`src/rtl/axi_tg_pkg.sv`:
```
// rtl/axi_tg_pkg.sv - Shared types and constants for the AXI4-Lite traffic checker
// Contents: FSM state enum, AXI response code, LFSR feedback polynomials.
package axi_tg_pkg;

    typedef enum logic [2:0] {
        ST_IDLE,
        ST_GAP_W,
        ST_WR_REQ,
        ST_WR_RESP,
        ST_GAP_R,
        ST_RD_REQ,
        ST_RD_RESP,
        ST_DONE
    } tg_state_e;

    localparam logic [1:0]  AXI_RESP_OKAY = 2'b00;

    // Galois feedback masks, applied on a right shift when the bit shifted out is 1
    localparam logic [31:0] LFSR_POLY32 = 32'h8020_0003;
    localparam logic [63:0] LFSR_POLY64 = 64'hD800_0000_0000_0000;

endpackage

```
`src/rtl/axi_tg_pattern_gen.sv`:
```
// rtl/axi_tg_pattern_gen.sv - Regenerable data pattern source for the traffic checker
// Ports: clk_i clock; rst_ni async active-low reset; load_i restart at the seed;
//        advance_i step to the next pattern word; value_o current pattern word.
module axi_tg_pattern_gen #(
    parameter int          DATA_WIDTH   = 32,
    parameter int          PATTERN_MODE = 0,
    parameter logic [63:0] SEED         = 64'h100
) (
    input  logic                  clk_i,
    input  logic                  rst_ni,
    input  logic                  load_i,
    input  logic                  advance_i,
    output logic [DATA_WIDTH-1:0] value_o
);
    import axi_tg_pkg::*;

    localparam logic [DATA_WIDTH-1:0] POLY =
        (DATA_WIDTH == 64) ? DATA_WIDTH'(LFSR_POLY64) : DATA_WIDTH'(LFSR_POLY32);
    localparam logic [DATA_WIDTH-1:0] SEED_RAW = DATA_WIDTH'(SEED);
    // An all-zero LFSR state would lock up, so a zero seed becomes 1 in LFSR mode
    localparam logic [DATA_WIDTH-1:0] SEED_VAL =
        ((PATTERN_MODE == 1) && (SEED_RAW == '0)) ? DATA_WIDTH'(1) : SEED_RAW;

    logic [DATA_WIDTH-1:0] value_q;
    logic [DATA_WIDTH-1:0] value_d;

    always_comb begin
        value_d = value_q + DATA_WIDTH'(1);
        if (PATTERN_MODE == 1) begin
            value_d = value_q[0] ? ((value_q >> 1) ^ POLY) : (value_q >> 1);
        end
    end

    always_ff @(posedge clk_i or negedge rst_ni) begin
        if (!rst_ni) begin
            value_q <= SEED_VAL;
        end else if (load_i) begin
            value_q <= SEED_VAL;
        end else if (advance_i) begin
            value_q <= value_d;
        end
    end

    assign value_o = value_q;

endmodule

```
`config.mk`:
```
export PLATFORM = sky130hd
export DESIGN_NAME = axi_tg_pattern_gen
export DESIGN_NICKNAME = d
export VERILOG_FILES = /design/src/rtl/axi_tg_pkg.sv /design/src/rtl/axi_tg_pattern_gen.sv
export SDC_FILE = /design/constraint.sdc
export NUM_CORES = 1
export LEC_CHECK = 0
export BUFFER_PORTS_ARGS = -buffer_cell sky130_fd_sc_hd__clkbuf_2
export CORE_UTILIZATION = 40
export DETAILED_ROUTE_END_ITERATION = 12
export GPL_TIMING_DRIVEN = 0
export PLACE_DENSITY = 0.7
export SETUP_SLACK_MARGIN = 0.3
export SYNTH_ARGS = -nofsm -noshare
export SYNTH_HDL_FRONTEND = slang
export SYNTH_SLANG_ARGS = --single-unit
```
`constraint.sdc`:
```
create_clock -name clk_i -period 1.93 [get_ports clk_i]
set_clock_uncertainty 0.05 [all_clocks]
set_input_delay 0.386 -clock clk_i [delete_from_list [all_inputs] [get_ports clk_i]]
set_output_delay 0.386 -clock clk_i [all_outputs]
set_load 0.01 [all_outputs]
```
==> metrics <==
final hold violation count=0; Crit path buffers/inverters=3; CTS tree=built; worst setup timing slack at the placement stage=-0.4144 ns; setup slack of the worst register-to-register path=-0.09 ns; H-tree depth reported by CTS=2; Max-slew headroom=43.35%; PortBufs=35; Initial Utilization=42.12%; library cell with the largest summed area after synthesis=sky130_fd_sc_hd__dfrtp_1; category of the worst setup path capture point=flop; total wirelength of the detailed-routed design=4.828 mm; first-pass GRT wire length=just under 7 mm; ranking of synthesized cells by area=sky130_fd_sc_hd__dfrtp_1 45%, sky130_fd_sc_hd__mux2_2 4.6%, sky130_fd_sc_hd__nor2_1 4.2%; final antenna diode count=0; routed via count divided by cell count=5.543; Detail Route Antenna Nets=0; cell area power density=494.3 nW/um2; transition time at the pin with the least slew margin=0.8498 ns; worst min-delay path category=primary input to asynchronous set/reset pin; Area growth, synth to finish=52.78%; clock network latency to the later pin of the worst-skew pair=between 0.2 and 0.3 ns; clock period minus final worst setup slack=2.025 ns; most common library cell in the layout ignoring fill and taps=sky130_fd_sc_hd__clkbuf_2; Die Y-Extent=67.37 um; violated checks=negative setup slack; net total in the final layout=254; Ys Warns=0; unrepaired setup endpoints after global routing=true; number of synthesized register bits=32; internal power=a little under 1 mW; first-iteration detailed-routing DRC count=98; number of nets produced by synthesis=186; highest-delay cell along the critical path=sky130_fd_sc_hd__dfstp_2; Reg clk slew, reported paths=about 0.070 ns; number of cells traversed by the worst register-to-register path=7; fraction of power consumed by sequential logic=52.7%; CP cell instances=nand2_4 -> or3_1 -> buf_8 -> buf_8 -> buf_4 -> o31ai_1 -> a21oi_2; fraction of layout cells with a size suffix above 1=about half; Largest delay share family, worst path=flip-flops; Cell Area, Placed=roughly 2100 um2; Slew Viols, Final=0; drt pass-1 iters=4; number of flip-flops under the largest register name=32; Static Leak=1.217 nW; Fill cells=313; MaxCap Viol Count=0; antenna violations before repair=0; mean post-synth cell area=9.443 um2; worst reg2reg path startpoint=value_o[8]; final setup fails=10; Avg WL per Cell=about 16 um; GP Congestion=~0.7; Most Frequent Cell on Critical Path=sky130_fd_sc_hd__buf_8; Top Ports=36; minimum setup slack in the final design=-0.09484 ns; area share of the leading cell type in the synthesized netlist=between 40 and 50%; design area=approximately 2600 um2; switching power total=0.3015 mW; clock buffers created by TritonCTS=5; estimated wirelength of the detail-placed design=2.691 mm; share of power burned in combinational logic=5.6%; Data arrival, critical path=2.12 ns; cell count after synthesis=181; total overflow reported by the global router=0; worst reg2reg path endpoint=value_o[16]; die area=between 4000 and 5000 um2; Post-Syn Area=1709 um2; CTS Buffer Depth=2; cell row count=23; result of the run=complete, but fails checks; switching part of the total power=23.36%; GRT Total Usage=20.78%; Crit Path Max Fanout=6; Largest stage delay, worst path=0.56 ns; portion of the clock cycle consumed by the worst path in the final layout=104.9%; Std-Cell Core Area=4058 um2; synth unique cells=32; via count=approximately 1.7k; root buffer selected by CTS=sky130_fd_sc_hd__clkbuf_8; TritonCTS Sinks=32; register area share after synthesis=around 47%; total DRC errors in the routed layout=0; Max Fclk=0.4939 GHz; WS Path Type=flop to flop; crit start category=flop; WP data required=2.02 ns; highest-count cells in the layout ignoring fill and taps=35 x sky130_fd_sc_hd__clkbuf_2, 22 x sky130_fd_sc_hd__dfrtp_1, 20 x sky130_fd_sc_hd__buf_4; Worst VDD drop=about 470 uV; clock network fraction of total power=between 40% and 50%; pin count of the biggest net entering global routing=33; Die Wd=67.37 um; number of global-route vias before repair=around 1.5k
[through the flow]
stage          power, mW  hold WS (ns)  util, %  std cells  setup TNS [ns]
2_1_floorplan     0.7232       0.04041        -        181         -0.6041
3_3_place_gp      0.7566        0.4712    50.72        266          -3.314
3_5_place_dp      0.7573        0.4775    50.72        266          -3.475
4_1_cts            1.296        0.1781    60.28        292         -0.1487
5_1_grt            1.341        0.2146    64.35        300          -1.197
6_report           1.291        0.1513    64.35        300         -0.5376
[cell type report]
| class | instances | area [um2] | area share (%) |
|---|---|---|---|
| Multi-Input combinational cell | 132 | 1116 | 42.74 |
| Sequential cell | 32 | 813.3 | 31.15 |
| Timing Repair Buffer | 61 | 410.4 | 15.72 |
| Buffer | 10 | 92.59 | 3.546 |
| Clock buffer | 8 | 90.09 | 3.450 |
| Tap cell | 50 | 62.56 | 2.396 |
| Inverter | 7 | 26.28 | 1.006 |
[cells in the mapped netlist]
library cell and count:
sky130_fd_sc_hd__dfstp_2 1, sky130_fd_sc_hd__nor2b_1 9, sky130_fd_sc_hd__or4_1 7, sky130_fd_sc_hd__and2_1 1, sky130_fd_sc_hd__a21o_1 1, sky130_fd_sc_hd__buf_2 2, sky130_fd_sc_hd__mux2_2 7, sky130_fd_sc_hd__xnor2_1 5
sky130_fd_sc_hd__mux2_1 2, sky130_fd_sc_hd__dfrtp_1 31, sky130_fd_sc_hd__clkbuf_1 6, sky130_fd_sc_hd__ha_1 1, sky130_fd_sc_hd__inv_1 7, sky130_fd_sc_hd__or3_1 8, sky130_fd_sc_hd__nand2_1 12, sky130_fd_sc_hd__nand3_1 6
sky130_fd_sc_hd__nand4_2 1, sky130_fd_sc_hd__nand4_1 3, sky130_fd_sc_hd__nor4_1 11, sky130_fd_sc_hd__and4_1 2, sky130_fd_sc_hd__o211ai_1 1, sky130_fd_sc_hd__a21oi_1 13, sky130_fd_sc_hd__o2111ai_2 1, sky130_fd_sc_hd__or4b_4 1
sky130_fd_sc_hd__o21ai_0 6, sky130_fd_sc_hd__buf_1 2, sky130_fd_sc_hd__xor2_1 3, sky130_fd_sc_hd__or2_2 1, sky130_fd_sc_hd__nor2_1 19, sky130_fd_sc_hd__o31ai_1 8, sky130_fd_sc_hd__mux2i_1 1, sky130_fd_sc_hd__and3_1 2
[layer usage]
metal  wire length [um]  GRT usage (%)  vias up  share of wire, %
met4                 64          5.585        0               1.3
met1               2192          28.16      822                45
met3                210          6.250        9               4.3
met2               2360          32.00       39                49
met5                  0              0        -                 0
li1                   -              -      793                 -
[power groups by stage]
stage               sequential, mW  clock [mW]  combinational [mW]
floorplan                    0.699           0              0.0242
global placement             0.697           0              0.0592
detailed placement           0.697           0              0.0599
CTS                          0.681       0.545              0.0710
global route                 0.680       0.578              0.0824
finish                       0.681       0.537              0.0729
[what timing repair did]
item / CTS / global route
hold endpoints to repair: 0 / 0
hold buffers: 0 / 0
gates resized for setup: 31 / 25
setup buffers: 18 / 8
endpoints found under the setup margin: 20 / 22
pin swaps: 8 / 4
cloned: 0 / 0
[cells by family (layout without fill, tap and decap cells)]
family,after synthesis,in the layout,share of synthesized area [%]
compound gates,30,30,10.83
simple gates,83,83,27.01
mux,10,10,6.516
buf+inv,17,86,3.880
xor+xnor,8,8,4.100
fa+ha+maj,1,1,0.7319
flops,32,32,46.93
[worst max-delay path by stage]
stage	from	depth (start not counted)	endpoint	slack, ns
after floorplan	value_o[0]	7	value_o[28]	-0.16
after global placement	load_i	7	value_o[28]	-0.42
after detailed placement	load_i	7	value_o[28]	-0.41
after CTS	value_o[8]	6	value_o[30]	-0.04
after global routing	value_o[1]	7	value_o[26]	-0.15
final	value_o[8]	7	value_o[16]	-0.09
Power figures use the tool's default switching activity.
